**config.mk**
```make
export PLATFORM = sky130hd
export DESIGN_NAME = mystic_divider
export DESIGN_NICKNAME = d
export VERILOG_FILES = /design/src/rtl/mystic_divider.sv
export SDC_FILE = /design/constraint.sdc
export NUM_CORES = 1
export LEC_CHECK = 0
export ABC_AREA = 1
export BUFFER_PORTS_ARGS = -buffer_cell sky130_fd_sc_hd__buf_2
export CORE_MARGIN = 1.5
export CORE_UTILIZATION = 52
export CTS_BUF_LIST = sky130_fd_sc_hd__clkbuf_16
export CTS_CLUSTER_DIAMETER = 60
export CTS_CLUSTER_SIZE = 8
export DETAILED_ROUTE_END_ITERATION = 10
export PLACE_DENSITY = 0.75
export REMOVE_ABC_BUFFERS = 1
export SYNTH_ARGS = -nofsm -noshare
export SYNTH_HDL_FRONTEND = slang
export SYNTH_SLANG_ARGS = --single-unit
```
**constraint.sdc**
```tcl
create_clock -name clk_i -period 3.4 [get_ports clk_i]
set_input_delay 0.34 -clock clk_i [delete_from_list [all_inputs] [get_ports clk_i]]
set_output_delay 0.34 -clock clk_i [all_outputs]
set_load 0.02 [all_outputs]
```
**src/rtl/mystic_divider.sv**
```systemverilog
`default_nettype none
// ============================================================================
// Module  : mystic_divider
// Purpose : Iterative restoring radix-2 divider (DIV/DIVU/REM/REMU), one
//           quotient bit per clock. Optional macro MYSTIC_DIV_EARLY_OUT_EN
//           skips the iteration phase for divide-by-zero and unit divisors.
// Revision: 1.0 - initial release
// ============================================================================
module mystic_divider #(
    parameter int XLEN = 64
) (
    input  logic            clk_i,
    input  logic            rstn_i,
    input  logic            div_is_signed_i,
    input  logic            div_enable_i,
    input  logic [XLEN-1:0] div_dividend_i,
    input  logic [XLEN-1:0] div_divisor_i,
    output logic [XLEN-1:0] div_quotient_o,
    output logic [XLEN-1:0] div_remainder_o,
    output logic            div_ready_o,
    output logic            div_busy_o
);

    localparam int              c_CNT_W = $clog2(XLEN) + 1;
    localparam logic [c_CNT_W-1:0] c_LAST = c_CNT_W'(XLEN - 1);

    typedef enum logic [1:0] {
        S_IDLE = 2'd0,
        S_DIV  = 2'd1,
        S_FIX  = 2'd2
    } state_t;

    state_t             r_state;
    state_t             w_state_next;

    logic [XLEN-1:0]    r_dvd_orig;
    logic [XLEN-1:0]    r_dvs_mag;
    logic [XLEN-1:0]    r_rem;
    logic [XLEN-1:0]    r_q;
    logic [c_CNT_W-1:0] r_cnt;
    logic               r_q_neg;
    logic               r_r_neg;
    logic               r_dz;
    logic [XLEN-1:0]    r_quot;
    logic [XLEN-1:0]    r_remd;
    logic               r_ready;
    logic               r_busy;

    logic               w_dvd_neg;
    logic               w_dvs_neg;
    logic [XLEN-1:0]    w_dvd_mag;
    logic [XLEN-1:0]    w_dvs_mag;
    logic               w_dz;
    logic               w_early;
    logic [XLEN:0]      w_trial;

    assign w_dvd_neg = div_is_signed_i & div_dividend_i[XLEN-1];
    assign w_dvs_neg = div_is_signed_i & div_divisor_i[XLEN-1];
    assign w_dvd_mag = w_dvd_neg ? (-div_dividend_i) : div_dividend_i;
    assign w_dvs_mag = w_dvs_neg ? (-div_divisor_i) : div_divisor_i;
    assign w_dz      = (div_divisor_i == '0);

`ifdef MYSTIC_DIV_EARLY_OUT_EN
    // A unit divisor leaves the dividend magnitude in r_q and zero in r_rem,
    // which is already the final answer before sign correction.
    assign w_early = w_dz | (w_dvs_mag == XLEN'(1));
`else
    assign w_early = 1'b0;
`endif

    // 65-bit trial subtract: the shifted remainder can exceed XLEN bits.
    assign w_trial = {r_rem, r_q[XLEN-1]} - {1'b0, r_dvs_mag};

    always_ff @(posedge clk_i or negedge rstn_i) begin
        if (!rstn_i) begin
            r_state <= S_IDLE;
        end else begin
            r_state <= w_state_next;
        end
    end

    always_comb begin
        w_state_next = r_state;
        case (r_state)
            S_IDLE: begin
                if (div_enable_i) begin
                    w_state_next = w_early ? S_FIX : S_DIV;
                end
            end
            S_DIV: begin
                if (r_cnt == c_LAST) begin
                    w_state_next = S_FIX;
                end
            end
            S_FIX:   w_state_next = S_IDLE;
            default: w_state_next = S_IDLE;
        endcase
    end

    always_ff @(posedge clk_i or negedge rstn_i) begin
        if (!rstn_i) begin
            r_dvd_orig <= '0;
            r_dvs_mag  <= '0;
            r_rem      <= '0;
            r_q        <= '0;
            r_cnt      <= '0;
            r_q_neg    <= 1'b0;
            r_r_neg    <= 1'b0;
            r_dz       <= 1'b0;
            r_quot     <= '0;
            r_remd     <= '0;
            r_ready    <= 1'b0;
            r_busy     <= 1'b0;
        end else begin
            r_ready <= 1'b0;
            case (r_state)
                S_IDLE: begin
                    if (div_enable_i) begin
                        r_dvd_orig <= div_dividend_i;
                        r_dvs_mag  <= w_dvs_mag;
                        r_q        <= w_dvd_mag;
                        r_rem      <= '0;
                        r_cnt      <= '0;
                        r_q_neg    <= w_dvd_neg ^ w_dvs_neg;
                        r_r_neg    <= w_dvd_neg;
                        r_dz       <= w_dz;
                        r_busy     <= 1'b1;
                    end
                end
                S_DIV: begin
                    r_cnt <= r_cnt + 1'b1;
                    if (!w_trial[XLEN]) begin
                        r_rem <= w_trial[XLEN-1:0];
                        r_q   <= {r_q[XLEN-2:0], 1'b1};
                    end else begin
                        r_rem <= {r_rem[XLEN-2:0], r_q[XLEN-1]};
                        r_q   <= {r_q[XLEN-2:0], 1'b0};
                    end
                end
                S_FIX: begin
                    if (r_dz) begin
                        r_quot <= '1;
                        r_remd <= r_dvd_orig;
                    end else begin
                        r_quot <= r_q_neg ? (-r_q)   : r_q;
                        r_remd <= r_r_neg ? (-r_rem) : r_rem;
                    end
                    r_ready <= 1'b1;
                    r_busy  <= 1'b0;
                end
                default: ;
            endcase
        end
    end

    assign div_quotient_o  = r_quot;
    assign div_remainder_o = r_remd;
    assign div_ready_o     = r_ready;
    assign div_busy_o      = r_busy;

endmodule
`default_nettype wire

```
==> impl_metrics.tcl <==
set metrics [dict create \
    clk_pin_slew_ns 0.05 \
    clockRootBuffer "clkbuf_16" \
    dp_cells 5864 \
    start_util_pct 52.5 \
    critPathRequiredTime_ns 3.91 \
    final_cell_area_um2 34900 \
    drc 0 \
    fin_nets 5371 \
    h-tree-depth 2 \
    crit_path_end_kind "flip-flop" \
    totalWireLength_um 119000 \
    fillers 5905 \
    crit_arrival_ns 3.69 \
    leakage_nw 18.7 \
    reg2reg_slack_ns 0.22 \
    hp-class "in2reg" \
    layout_commonest_cell "nand2_1" \
    ant_nets 0 \
    dieArea_um2 60900 \
    syn_area_um2 30900 \
    yosysWarnings 0 \
    cpMostUsedCell "nand2_2" \
    hold_viol 0 \
    synthCells 4923 \
    total_power_mw 36.2 \
    ys_ff_latch 398 \
    start_kind "flip-flop" \
    r2r-end "r_rem[51]" \
    critPathCapture "r_rem[51]" \
    fmax_mhz 314 \
    synthMuxAreaShare_pct 0 \
    outcome "finished clean" \
    hpwlAfterDp_um 94300 \
    layout-drive-gt1-share_pct 9.50 \
    crit_fanout 38 \
    syn2layout_area_growth_pct 12.9 \
    cp_cell_sequence "inv_1 > ha_1 > fa_1 > inv_1 > nand3_1 > nand2_2 > nand2_1 > nand2_2 > nand2_2 > nand2_2 > nand2_2 > nand2_2 > nand2_4 > nand3_2 > buf_4 > nand3_1 > nand3_1 > nand2_1" \
    synth_seq_area_share_pct 32.2 \
    vdd_drop_max_mv 0.707 \
    worst_pin_slew_ns 1.09 \
    synth_compound_area_share_pct 11.3 \
    path_delay_family "simple AND/OR/NAND/NOR gates" \
    synth-xor-area-share_pct 4.00 \
    setup_tns_ns 0 \
    final_cell_mix "1601 x nand2_1, 704 x inv_1, 557 x nor2_1" \
    rsz0062_at_grt "false" \
    crit_type "reg2reg" \
    synth_edf_count 0 \
    grt_antenna_before_repair 4 \
    dieWidth_um 247 \
    die_h_um 247 \
    num_rows 89 \
    clockBufferDepth 3 \
    synth_top_family_by_area "simple AND/OR/NAND/NOR gates" \
    grt_max_degree 123 \
    min_from "div_dividend_i[13]" \
    grt_pass1_vias 31700 \
    slew_viol_final 0 \
    finalCritPeriodShare_pct 93.6 \
    clkLatencyLatePin_ns 0.65 \
    ys.flop_type "dfrtp_1" \
    reg2regPathDepth 18 \
    cellPowerDensity_nw_per_um2 1040 \
    grt_pass1_wl_um 182000 \
    skew_ns 0.0402 \
    maxCapViolCount 0 \
    cts_made_buffers 58 \
    relSlewSlack_pct 27.3 \
    port-buffer-count 261 \
    cts_tree "done" \
    grt-ovfl-total 0 \
    drt_first_pass_iters 8 \
    post_drt_wl_per_cell_um 19.9 \
    drt-initial-drc-count 3408 \
    max_stage_delay_ns 0.50 \
    startpoint "r_q[63]" \
    boundaryPins 262 \
    dpl_cell_area_um2 33100 \
    cts_sinks 398 \
    yosys.area_share.simple_pct 38.7 \
    final_cell_count_no_fill 5956 \
    gp_congestion 1.04 \
    period_needed_ns 3.18 \
    core_um2 58900 \
    worstReg2RegStart "r_q[63]" \
    ys_async_sr_fraction_pct 100 \
    cp_num_cells 18 \
    via_per_inst 5.65 \
    setup_viol 0 \
    synth_cell_types 58 \
    grt_usage_pct 39.0 \
    slowest_stage "buf_4" \
    path_buf_inv 3 \
    avgSynthCellArea_um2 6.28 \
    hold_ws_ns 0.0215 \
    synth_fa_ha_area_share_pct 2.86 \
    vias 33600 \
]
-- state kept, by name (all words and copies together) (netlist names) --
signal           count
r_r_neg              1
r_dvs_mag           64
r_cnt                7
r_q_neg              1
r_q                 64
div_ready_o          1
div_quotient_o      64
r_rem               64
div_busy_o           1
r_dvd_orig          64
r_state              2
r_dz                 1
div_remainder_o     64
-- routing by layer --
layer / share of wire, % / GRT usage [%]
met4: 7.0 / 24.2
met5: 0.011 / 0
met2: 46 / 63.8
met1: 40 / 49.1
met3: 7.5 / 4.66
-- logic make-up (layout without fill, tap and decap cells) --
| group | after synthesis | after routing |
|---|---|---|
| other cells | 0 | 3 |
| xor+xnor | 141 | 141 |
| simple gates | 2832 | 2832 |
| buf+inv | 873 | 1130 |
| compound gates | 609 | 609 |
| flops | 398 | 398 |
| fa+ha+maj | 70 | 70 |
-- metrics by stage --
| stage | setup slack (ns) | util, % |
|---|---|---|
| after floorplan | -8.45 | - |
| after global placement | 0.361 | 56.2 |
| after detailed placement | 0.267 | 56.2 |
| after CTS | 0.234 | 59.2 |
| after global routing | 0.0656 | 59.2 |
| final | 0.217 | 59.2 |
-- layout make-up --
class	instances	area, µm²	share of cell area, %
inverter	718	2700	7.74
clock buffer	58	1450	4.16
tap	773	967	2.77
clock inverter	13	108	0.308
sequential	398	9960	28.6
multi-input combinational	3652	17600	50.5
timing repair buffer	341	2060	5.91
antenna	3	7.51	0.0215
-- worst min-delay path by stage --
stage | to | slack (ns) | cells past startpoint
after floorplan | div_busy_o | 0.04 | 0
after global placement | div_remainder_o[9] | 0.23 | 1
after detailed placement | div_remainder_o[9] | 0.22 | 1
after CTS | r_dvd_orig[24] | 0.002 | 3
after global routing | r_dvd_orig[24] | 0.03 | 3
final | r_dvd_orig[13] | 0.02 | 3
-- worst min-delay path: stages --
cell and delay, ns:
buf_2 0.15, nand2_1 0.07, o21ai_0 0.07
-- repair_timing --
action	4_1_cts	5_1_grt
hold endpoints to repair	268	0
setup endpoints to repair	0	2
buffers inserted	0	0
hold buffers	18	0
resized for setup	0	1
-- cells in the mapped netlist, types with 11 or more instances --
cell type,count,area share [%]
a21oi_1,138,2.2
a22oi_1,52,1.3
a31oi_1,24,0.49
buf_1,15,0.18
buf_2,14,0.23
clkbuf_1,116,1.4
dfrtp_1,398,32
ha_1,69,2.8
inv_1,702,8.5
inv_2,13,0.16
nand2_1,1602,19
nand2_2,17,0.34
nand3_1,375,6.1
nand3_2,23,0.74
nand3b_1,41,1.0
nand4_1,91,1.8
nor2_1,560,6.8
nor3_1,56,0.91
nor4_1,19,0.38
o211ai_1,37,0.90
o21ai_0,270,4.4
o21ai_1,11,0.18
o221ai_1,11,0.31
o22ai_1,28,0.57
or2_2,19,0.38
xnor2_1,29,0.82
xor2_1,112,3.2
-- power breakdown --
group          switching [mW]  leakage [nW]  internal [mW]  total (mW)
Sequential               1.84          5.01           6.59        8.43
Clock                    2.17         0.776           3.01        5.18
Combinational            15.4          12.9           7.24        22.6
Total                    19.4          18.7           16.8        36.2
Power figures use the tool's default switching activity.
